==> src/rtl/output_display_pkg.sv <==
// Shared types and constants for the seven-segment output display block.
package output_display_pkg;

    localparam int unsigned BCD_W = 12;
    localparam int unsigned ITER  = 8;

    typedef logic [1:0] state_t;
    localparam state_t ST_IDLE = 2'd0;
    localparam state_t ST_CONV = 2'd1;
    localparam state_t ST_DONE = 2'd2;

    // Active-low glyphs, bit order {g,f,e,d,c,b,a}; index 9 is the leftmost entry.
    localparam logic [6:0] SEG_BLANK = 7'h7F;
    localparam logic [9:0][6:0] SEG_DIGIT = {
        7'b0010000, 7'b0000000, 7'b1111000, 7'b0000010, 7'b0010010,
        7'b0011001, 7'b0110000, 7'b0100100, 7'b1111001, 7'b1000000
    };

    // Double-dabble correction applied to each BCD nibble before the shift.
    function automatic logic [3:0] dd_adj(input logic [3:0] n);
        return (n >= 4'd5) ? n + 4'd3 : n;
    endfunction

endpackage

==> src/rtl/seg7_decode.sv <==
// BCD nibble plus blank flag to active-low seven-segment pattern.
module seg7_decode
    import output_display_pkg::*;
(
    input  logic [3:0] bcd_i,
    input  logic       blank_i,
    output logic [6:0] seg_o
);

    always_comb begin
        seg_o = SEG_BLANK;
        if (!blank_i) begin
            case (bcd_i)
                4'd0:    seg_o = SEG_DIGIT[0];
                4'd1:    seg_o = SEG_DIGIT[1];
                4'd2:    seg_o = SEG_DIGIT[2];
                4'd3:    seg_o = SEG_DIGIT[3];
                4'd4:    seg_o = SEG_DIGIT[4];
                4'd5:    seg_o = SEG_DIGIT[5];
                4'd6:    seg_o = SEG_DIGIT[6];
                4'd7:    seg_o = SEG_DIGIT[7];
                4'd8:    seg_o = SEG_DIGIT[8];
                4'd9:    seg_o = SEG_DIGIT[9];
                default: seg_o = SEG_BLANK;
            endcase
        end
    end

endmodule

==> src/rtl/output_display.sv <==
// Captures the output port byte, converts it to BCD and multiplexes it onto
// a 4-digit seven-segment display with leading-zero blanking.
module output_display
    import output_display_pkg::*;
#(
    parameter int unsigned REFRESH_DIV  = 50000,
    parameter bit          COMMON_ANODE = 1'b1
) (
    input  logic             disp_clk,
    input  logic             disp_rst_n,
    input  logic             disp_en,
    input  logic [7:0]       data_in,
    output logic [6:0]       seg,
    output logic [3:0]       an,
    output logic [BCD_W-1:0] bcd,
    output logic             bcd_valid,
    output logic             busy
);

    localparam int unsigned     CntW   = $clog2(REFRESH_DIV);
    localparam logic [CntW-1:0] CntMax = CntW'(REFRESH_DIV - 1);
    localparam logic [6:0]      SegOff = COMMON_ANODE ? 7'h7F : 7'h00;
    localparam logic [3:0]      AnOff  = COMMON_ANODE ? 4'hF : 4'h0;

    state_t           state_q, state_d;
    logic [19:0]      shreg_q, shreg_d, adj;
    logic [2:0]       iter_q, iter_d;
    logic             pend_q, pend_d;
    logic [7:0]       pend_byte_q, pend_byte_d;
    logic [BCD_W-1:0] bcd_q, bcd_d;
    logic             valid_q, valid_d;
    logic             busy_q, busy_d;
    logic [CntW-1:0]  cnt_q, cnt_d;
    logic [1:0]       sel_q, sel_d;
    logic [6:0]       seg_q, seg_d, seg_raw;
    logic [3:0]       an_q, an_d, an_raw;
    logic [3:0]       nib;
    logic             blank;

    always_comb begin
        state_d     = state_q;
        shreg_d     = shreg_q;
        iter_d      = iter_q;
        pend_d      = pend_q;
        pend_byte_d = pend_byte_q;
        bcd_d       = bcd_q;
        valid_d     = 1'b0;
        busy_d      = busy_q;
        adj = {dd_adj(shreg_q[19:16]), dd_adj(shreg_q[15:12]), dd_adj(shreg_q[11:8]),
               shreg_q[7:0]};

        // Requests arriving while a conversion runs are held; newest wins.
        if (disp_en && state_q != ST_IDLE) begin
            pend_d      = 1'b1;
            pend_byte_d = data_in;
        end

        case (state_q)
            ST_IDLE: begin
                if (disp_en || pend_q) begin
                    shreg_d = {12'b0, disp_en ? data_in : pend_byte_q};
                    iter_d  = 3'd0;
                    busy_d  = 1'b1;
                    pend_d  = 1'b0;
                    state_d = ST_CONV;
                end
            end
            ST_CONV: begin
                shreg_d = {adj[18:0], 1'b0};
                iter_d  = iter_q + 3'd1;
                if (iter_q == 3'(ITER - 1)) state_d = ST_DONE;
            end
            ST_DONE: begin
                bcd_d   = shreg_q[19:8];
                valid_d = 1'b1;
                busy_d  = 1'b0;
                state_d = ST_IDLE;
            end
            default: state_d = ST_IDLE;
        endcase
    end

    always_comb begin
        cnt_d = (cnt_q == CntMax) ? '0 : cnt_q + 1'b1;
        sel_d = (cnt_q == CntMax) ? sel_q + 2'd1 : sel_q;
        case (sel_q)
            2'd0: begin nib = bcd_q[3:0];  blank = 1'b0;                 end
            2'd1: begin nib = bcd_q[7:4];  blank = (bcd_q[11:4] == '0);  end
            2'd2: begin nib = bcd_q[11:8]; blank = (bcd_q[11:8] == '0);  end
            default: begin nib = 4'd0;     blank = 1'b1;                 end
        endcase
        an_raw = ~(4'b0001 << sel_q);
        seg_d  = COMMON_ANODE ? seg_raw : ~seg_raw;
        an_d   = COMMON_ANODE ? an_raw : ~an_raw;
    end

    seg7_decode u_decode (
        .bcd_i   (nib),
        .blank_i (blank),
        .seg_o   (seg_raw)
    );

    always_ff @(posedge disp_clk or negedge disp_rst_n) begin
        if (!disp_rst_n) begin
            state_q     <= ST_IDLE;
            shreg_q     <= '0;
            iter_q      <= '0;
            pend_q      <= 1'b0;
            pend_byte_q <= '0;
            bcd_q       <= '0;
            valid_q     <= 1'b0;
            busy_q      <= 1'b0;
            cnt_q       <= '0;
            sel_q       <= '0;
            seg_q       <= SegOff;
            an_q        <= AnOff;
        end else begin
            state_q     <= state_d;
            shreg_q     <= shreg_d;
            iter_q      <= iter_d;
            pend_q      <= pend_d;
            pend_byte_q <= pend_byte_d;
            bcd_q       <= bcd_d;
            valid_q     <= valid_d;
            busy_q      <= busy_d;
            cnt_q       <= cnt_d;
            sel_q       <= sel_d;
            seg_q       <= seg_d;
            an_q        <= an_d;
        end
    end

    assign seg       = seg_q;
    assign an        = an_q;
    assign bcd       = bcd_q;
    assign bcd_valid = valid_q;
    assign busy      = busy_q;

endmodule

==> config.mk <==
export PLATFORM = sky130hd
export DESIGN_NAME = output_display
export DESIGN_NICKNAME = d
export VERILOG_FILES = /design/src/rtl/output_display_pkg.sv /design/src/rtl/seg7_decode.sv /design/src/rtl/output_display.sv
export SDC_FILE = /design/constraint.sdc
export NUM_CORES = 1
export LEC_CHECK = 0
export ABC_AREA = 0
export CAP_MARGIN = 20
export CORE_UTILIZATION = 45
export DETAILED_ROUTE_END_ITERATION = 16
export PLACE_DENSITY = 0.65
export SYNTH_ARGS = -nofsm -noshare
export SYNTH_HDL_FRONTEND = slang
export SYNTH_HIERARCHICAL = 1
export SYNTH_SLANG_ARGS = --single-unit
==> constraint.sdc <==
create_clock -name disp_clk -period 2.2 [get_ports disp_clk]
set_clock_uncertainty 0.05 [all_clocks]
set_input_delay 0.33 -clock disp_clk [delete_from_list [all_inputs] [get_ports disp_clk]]
set_output_delay 0.33 -clock disp_clk [all_outputs]
set_load 0.02 [all_outputs]
# Word level (Yosys, flattened, before mapping)
# Memories as Yosys holds them, arrays and structs flattened.
# Index checks and enable logic that the tools add are counted.
# W data, S select, Z words.
[word_totals]
ff_bits = 77
mem_bits_ro = 112
out_inout_bits = 25
elab_cells = 65
memories = 1
[memory_table]
columns = ["name", "words", "word_bits", "rd", "rd_clocked_by_memory_dff", "wr", "line", "rtl"]
rows = [
  ["(no name shown)", 16, 7, 1, 0, 0, "seg7_decode.sv:13", "case (bcd_i)"],
]
[classes]
add_sub_neg = 6
magnitude_cmp = 3
n_eq_ne = 8
shifts = 1
mux = 21
n_bitwise = 1
reduce_logical = 12
[ops]
columns = ["op", "n"]
rows = [
  ["$pmux W20 S2", 1],
  ["$mux W20", 1],
  ["$add A16 B1 Y16 const B", 1],
  ["$eq A16 B16 Y1 const B", 1],
  ["$mux W16", 1],
  ["$ge A4 B3 Y1 const B", 3],
  ["$pmux W4 S3", 1],
  ["$add A4 B2 Y4 const B", 2],
  ["$logic_not A8 Y1", 1],
  ["$mux W4", 2],
  ["$mux W8", 1],
  ["$mux W7", 1],
  ["$mux W3", 2],
  ["$pmux W3 S2", 1],
  ["$reduce_and A2 Y1", 3],
  ["$reduce_bool A2 Y1", 3],
  ["$mux W1", 5],
  ["$eq A2 B1 Y1 const B", 2],
  ["$eq A2 B2 Y1 const B", 2],
  ["$logic_not A2 Y1", 2],
  ["$logic_not A4 Y1", 1],
  ["$mux W2", 2],
  ["$ne A2 B2 Y1 const B", 2],
  ["$not A4 Y4", 1],
  ["other kinds (10)", 10],
]

# Logic depth before layout (Yosys ltp)
[logic_depth]
word_depth = 5
mapped_depth = 9
depth_no_buf = 9

# Modules after synthesis
# The synthesis kept the hierarchy.
[by_module_without_submodules]
columns = ["module", "instances", "cells_each", "area_each_um2", "seq_area_each_um2"]
rows = [
  ["output_display", 1, 304, 3492.1, 1940.6],
  ["seg7_decode", 1, 33, 235.2, 0.0],
]

# Worst setup path after synthesis
# No wires, ideal clock.
[synth_timing]
kind = "reg-to-reg"
start = "reg sel_q[0]"
end = "reg seg_q[3] (netlist: seg[3])"
setup_ns = 0.073
arrival_time_ns = 1.754
required_time_ns = 2.077
setup_slack_ns = 0.323
path_stages_with_launch = 9
path_cell_list = "dfrtp_1 > inv_1 > ha_1 > a222oi_1 > nor2_1 > inv_1 > ha_1 > nor3b_2 > a21oi_1"
[synth_via]
elab_chain_len = 4
word_cells_on_any_way = 7
cone_classes = "2 x eq/ne; 3 x mux; 1 x reduce/logical; 1 x memory"
[synth_lines]
columns = ["item", "line", "rtl"]
rows = [
  ["from (decl)", "output_display.sv:34", "logic [1:0] sel_q, sel_d;"],
  ["from (signal assigned)", "output_display.sv:127", "sel_q <= sel_d;"],
  ["$eq A2 B2 Y1, or another cell as far along", "output_display.sv:86", "case (sel_q)"],
  ["$pmux W4 S3 (*)", "output_display.sv:86", ""],
  ["named net nib[1]", "output_display.sv:37", "logic [3:0] nib;"],
  ["$mem_v2 Z16 W7 (*)", "-", ""],
  ["$mux W7 (*)", "seg7_decode.sv:12", "if (!blank_i) begin"],
  ["named net seg_d[3]", "output_display.sv:35", "logic [6:0] seg_q, seg_d, seg_raw;"],
  ["to (signal assigned)", "output_display.sv:115", "seg_q <= SegOff;"],
  ["to (signal assigned)", "output_display.sv:128", "seg_q <= seg_d;"],
  ["to (decl)", "output_display.sv:35", ""],
]
# The timed path passes the listed nets; every way through them passes the cells marked *.
# A chain may end at the register's enable or synchronous reset.

# Final worst setup path
# Ends and elaborated chain as after synthesis.

==> out/metrics.yaml <==
place_area_sq_um: 4200
regArea_sq_um: 1940
worst_path_max_delay_cell: "a222oi_1"
stdcell_area_sq_um: 4400
synth_edf_count: 0
multi_input_area_sq_um: 1640
worst_pin_slew_ns: 0.532
insertion_delay_ns: 0.34
r2r_start: "sel_q[0]"
cts.path.max_buffers: 2
cp.buffers_inverters: 2
diodes: 0
fp.dieW_microns: 93.0
synth_fp_nets: 368
via_per_inst: 5.19
drt_iter0_markers: 111
root_buffer: "clkbuf_8"
grt_max_degree: 53
first_pass_iters: 4
ir_drop_mv: 0.440
io_buffers: 35
drc: 0
min_period_ns: 2.04
arrival_ns: 2.26
grt_first_pass_wirelength_mm: 11.5
place_inst: 468
h-tree-depth: 3
wl_mm: 6.46
grt_antenna_before_repair: 0
grt_pass1_vias: 2472
status: "finished clean"
synth.avg_cell_area_sq_um: 11.1
dp_hpwl_mm: 4.47
ys_seq_area_share_pct: 52.1
io_pins: 36
drv_slew: 0
hold_class: "in -> async"
syn_area_sq_um: 3730
cp-endpoint: "seg[3]"
design.core.area_sq_um: 7890
p_leak_uw: 0.00196
p_per_area_nw_per_um2: 1060
final_common_cell: "dfrtp_1"
nFillCells: 683
setup.worst_path.start_class: "flop"
path_delay_family: "compound AO/OA/AOI/OAI gates"
layout-drive-gt1-share_pct: 18.7
track_usage_pct: 16.9
regToRegEndpoint: "seg[3]"
yosys_warnings: 6
period_share_pct: 92.9
initial_core_util_pct: 47.3
synthArstFlopShare_pct: 100
reg2reg_slack_ns: 0.16
yosysUniqueCellTypes: 41
cts_sinks: 77
place_congestion: 0.853
clk_pin_slew_ns: 0.09
cts_buffers: 9
synth_ff_type: "dfrtp_1"
synth_area_leader_cell: "dfrtp_1"
cp.depth: 8
die_area_sq_um: 8650
power_uw: 4660
num_rows: 32
routedWlPerCell_microns: 13.3
ant_nets: 0
crit_chain: "buf_4 -> ha_1 -> a222oi_1 -> nor2_2 -> inv_2 -> ha_1 -> nor3b_2 -> a21oi_1"
synth.area.top_cells: "dfrtp_1, dfstp_2, ha_1"
hold_viol: 0
critPathMaxFanout: 6
timing.setup.tns_ns: 0
required_ns: 2.42
max_stage_delay_ns: 0.40
cts_tree: "done"
crit_path_frequent_cell: "ha_1"
via_count: 2529
nNetsFinal: 411
fin_util_pct: 55.7
cp-startpoint: "sel_q[0]"
stdcell_count: 487
setup_violations: 0
synth-seq-cells: 77
area_delta_synth_final_pct: 17.9
end_kind: "flop"
maxCapViolations: 0
syn_inst: 337
grt.overflow.total: 0
grt_setup_unrepaired: "no"
layout_common_cells: "dfrtp_1, clkdlybuf4s50_1, nor2_1"
slew-limit-headroom_pct: 64.4
ff2ff_path_depth: 8
yosys.area.top_type_share_pct: 44.3
timing_worst_setup_path_type: "reg -> reg"
max_freq_ghz: 0.489
die_h_microns: 93.0
-- cell type report --
type                    count  area share [%]
repair buffers             46            10.1
inverters                  18            1.54
clock buffers              12            3.30
flip-flops and latches     77            44.2
multi-input cells         228            37.4
clock inverters             4           0.541
well taps                 102            2.90
-- logic make-up after synthesis --
group,count (synthesis),share of synthesized area [%]
flops,77,52.1
fa+ha+maj,20,6.71
mux,32,9.33
compound gates,55,8.90
simple gates,100,14.1
buf+inv,32,3.96
xor+xnor,21,4.93
-- worst min path at each step --
| stage | from | to | depth (start not counted) |
|---|---|---|---|
| floorplan | disp_rst_n | bcd[0] | 0 |
| global placement | disp_rst_n | shreg_q[15] | 1 |
| detailed placement | disp_rst_n | shreg_q[15] | 1 |
| CTS | disp_rst_n | shreg_q[15] | 2 |
| global route | disp_rst_n | shreg_q[15] | 2 |
| finish | disp_rst_n | shreg_q[13] | 2 |
-- cell usage after synthesis (2+ instances only) --
library cell	count
dfrtp_1	66
nor2_1	32
mux2_2	22
o21ai_0	21
ha_1	20
nand2_1	20
a21oi_1	18
inv_1	18
xnor2_1	12
dfstp_2	11
mux2i_1	10
nand3_1	10
nor3_1	9
xor2_1	9
nand2b_1	7
buf_2	6
a22o_1	5
a222oi_1	4
nor2b_1	4
buf_4	3
nand4_1	3
o31ai_1	3
clkbuf_1	2
nor3_2	2
nor4_1	2
nor4_2	2
o21bai_1	2
-- power breakdown --
group          leakage (uW)  switching, uW  internal (uW)
registers          0.000957            286           1820
clock network     0.0000901            497            438
logic              0.000916            821            793
-- state kept, by name (all words and copies together), names as in the netlist --
signal	cells
pend_byte_q	8
cnt_q	16
pend_q	1
busy	1
seg	7
iter_q	3
bcd	12
bcd_valid	1
an	4
state_q	2
sel_q	2
shreg_q	20
-- worst register-to-register path, cell delays in order (launching register included) --
cell	delay (ns)
dfrtp_1	0.38
buf_4	0.14
ha_1	0.27
a222oi_1	0.40
nor2_2	0.14
inv_2	0.10
ha_1	0.24
nor3b_2	0.16
a21oi_1	0.11
-- routing by layer --
layer | routed length (microns) | share of wire (%) | GRT usage [%]
met5 | 0 | 0 | 0
met4 | 69 | 1.1 | 7.44
met3 | 187 | 2.9 | 2.93
met2 | 3070 | 47 | 26.8
met1 | 3140 | 49 | 22.9
-- timing repair --
item,CTS,global route
hold buffers,1,0
setup endpoints to repair,0,7
buffers inserted,0,2
hold endpoints to repair,25,0
resized for setup,0,5
-- stage by stage --
step | hold WS [ns] | setup slack, ns
4_1_cts | 0.388 | 0.135
2_1_floorplan | -0.0156 | 0.323
5_1_grt | 0.421 | 0.000139
6_report | 0.379 | 0.156
3_3_place_gp | 0.216 | 0.248
3_5_place_dp | 0.219 | 0.143
Power figures use the tool's default switching activity.
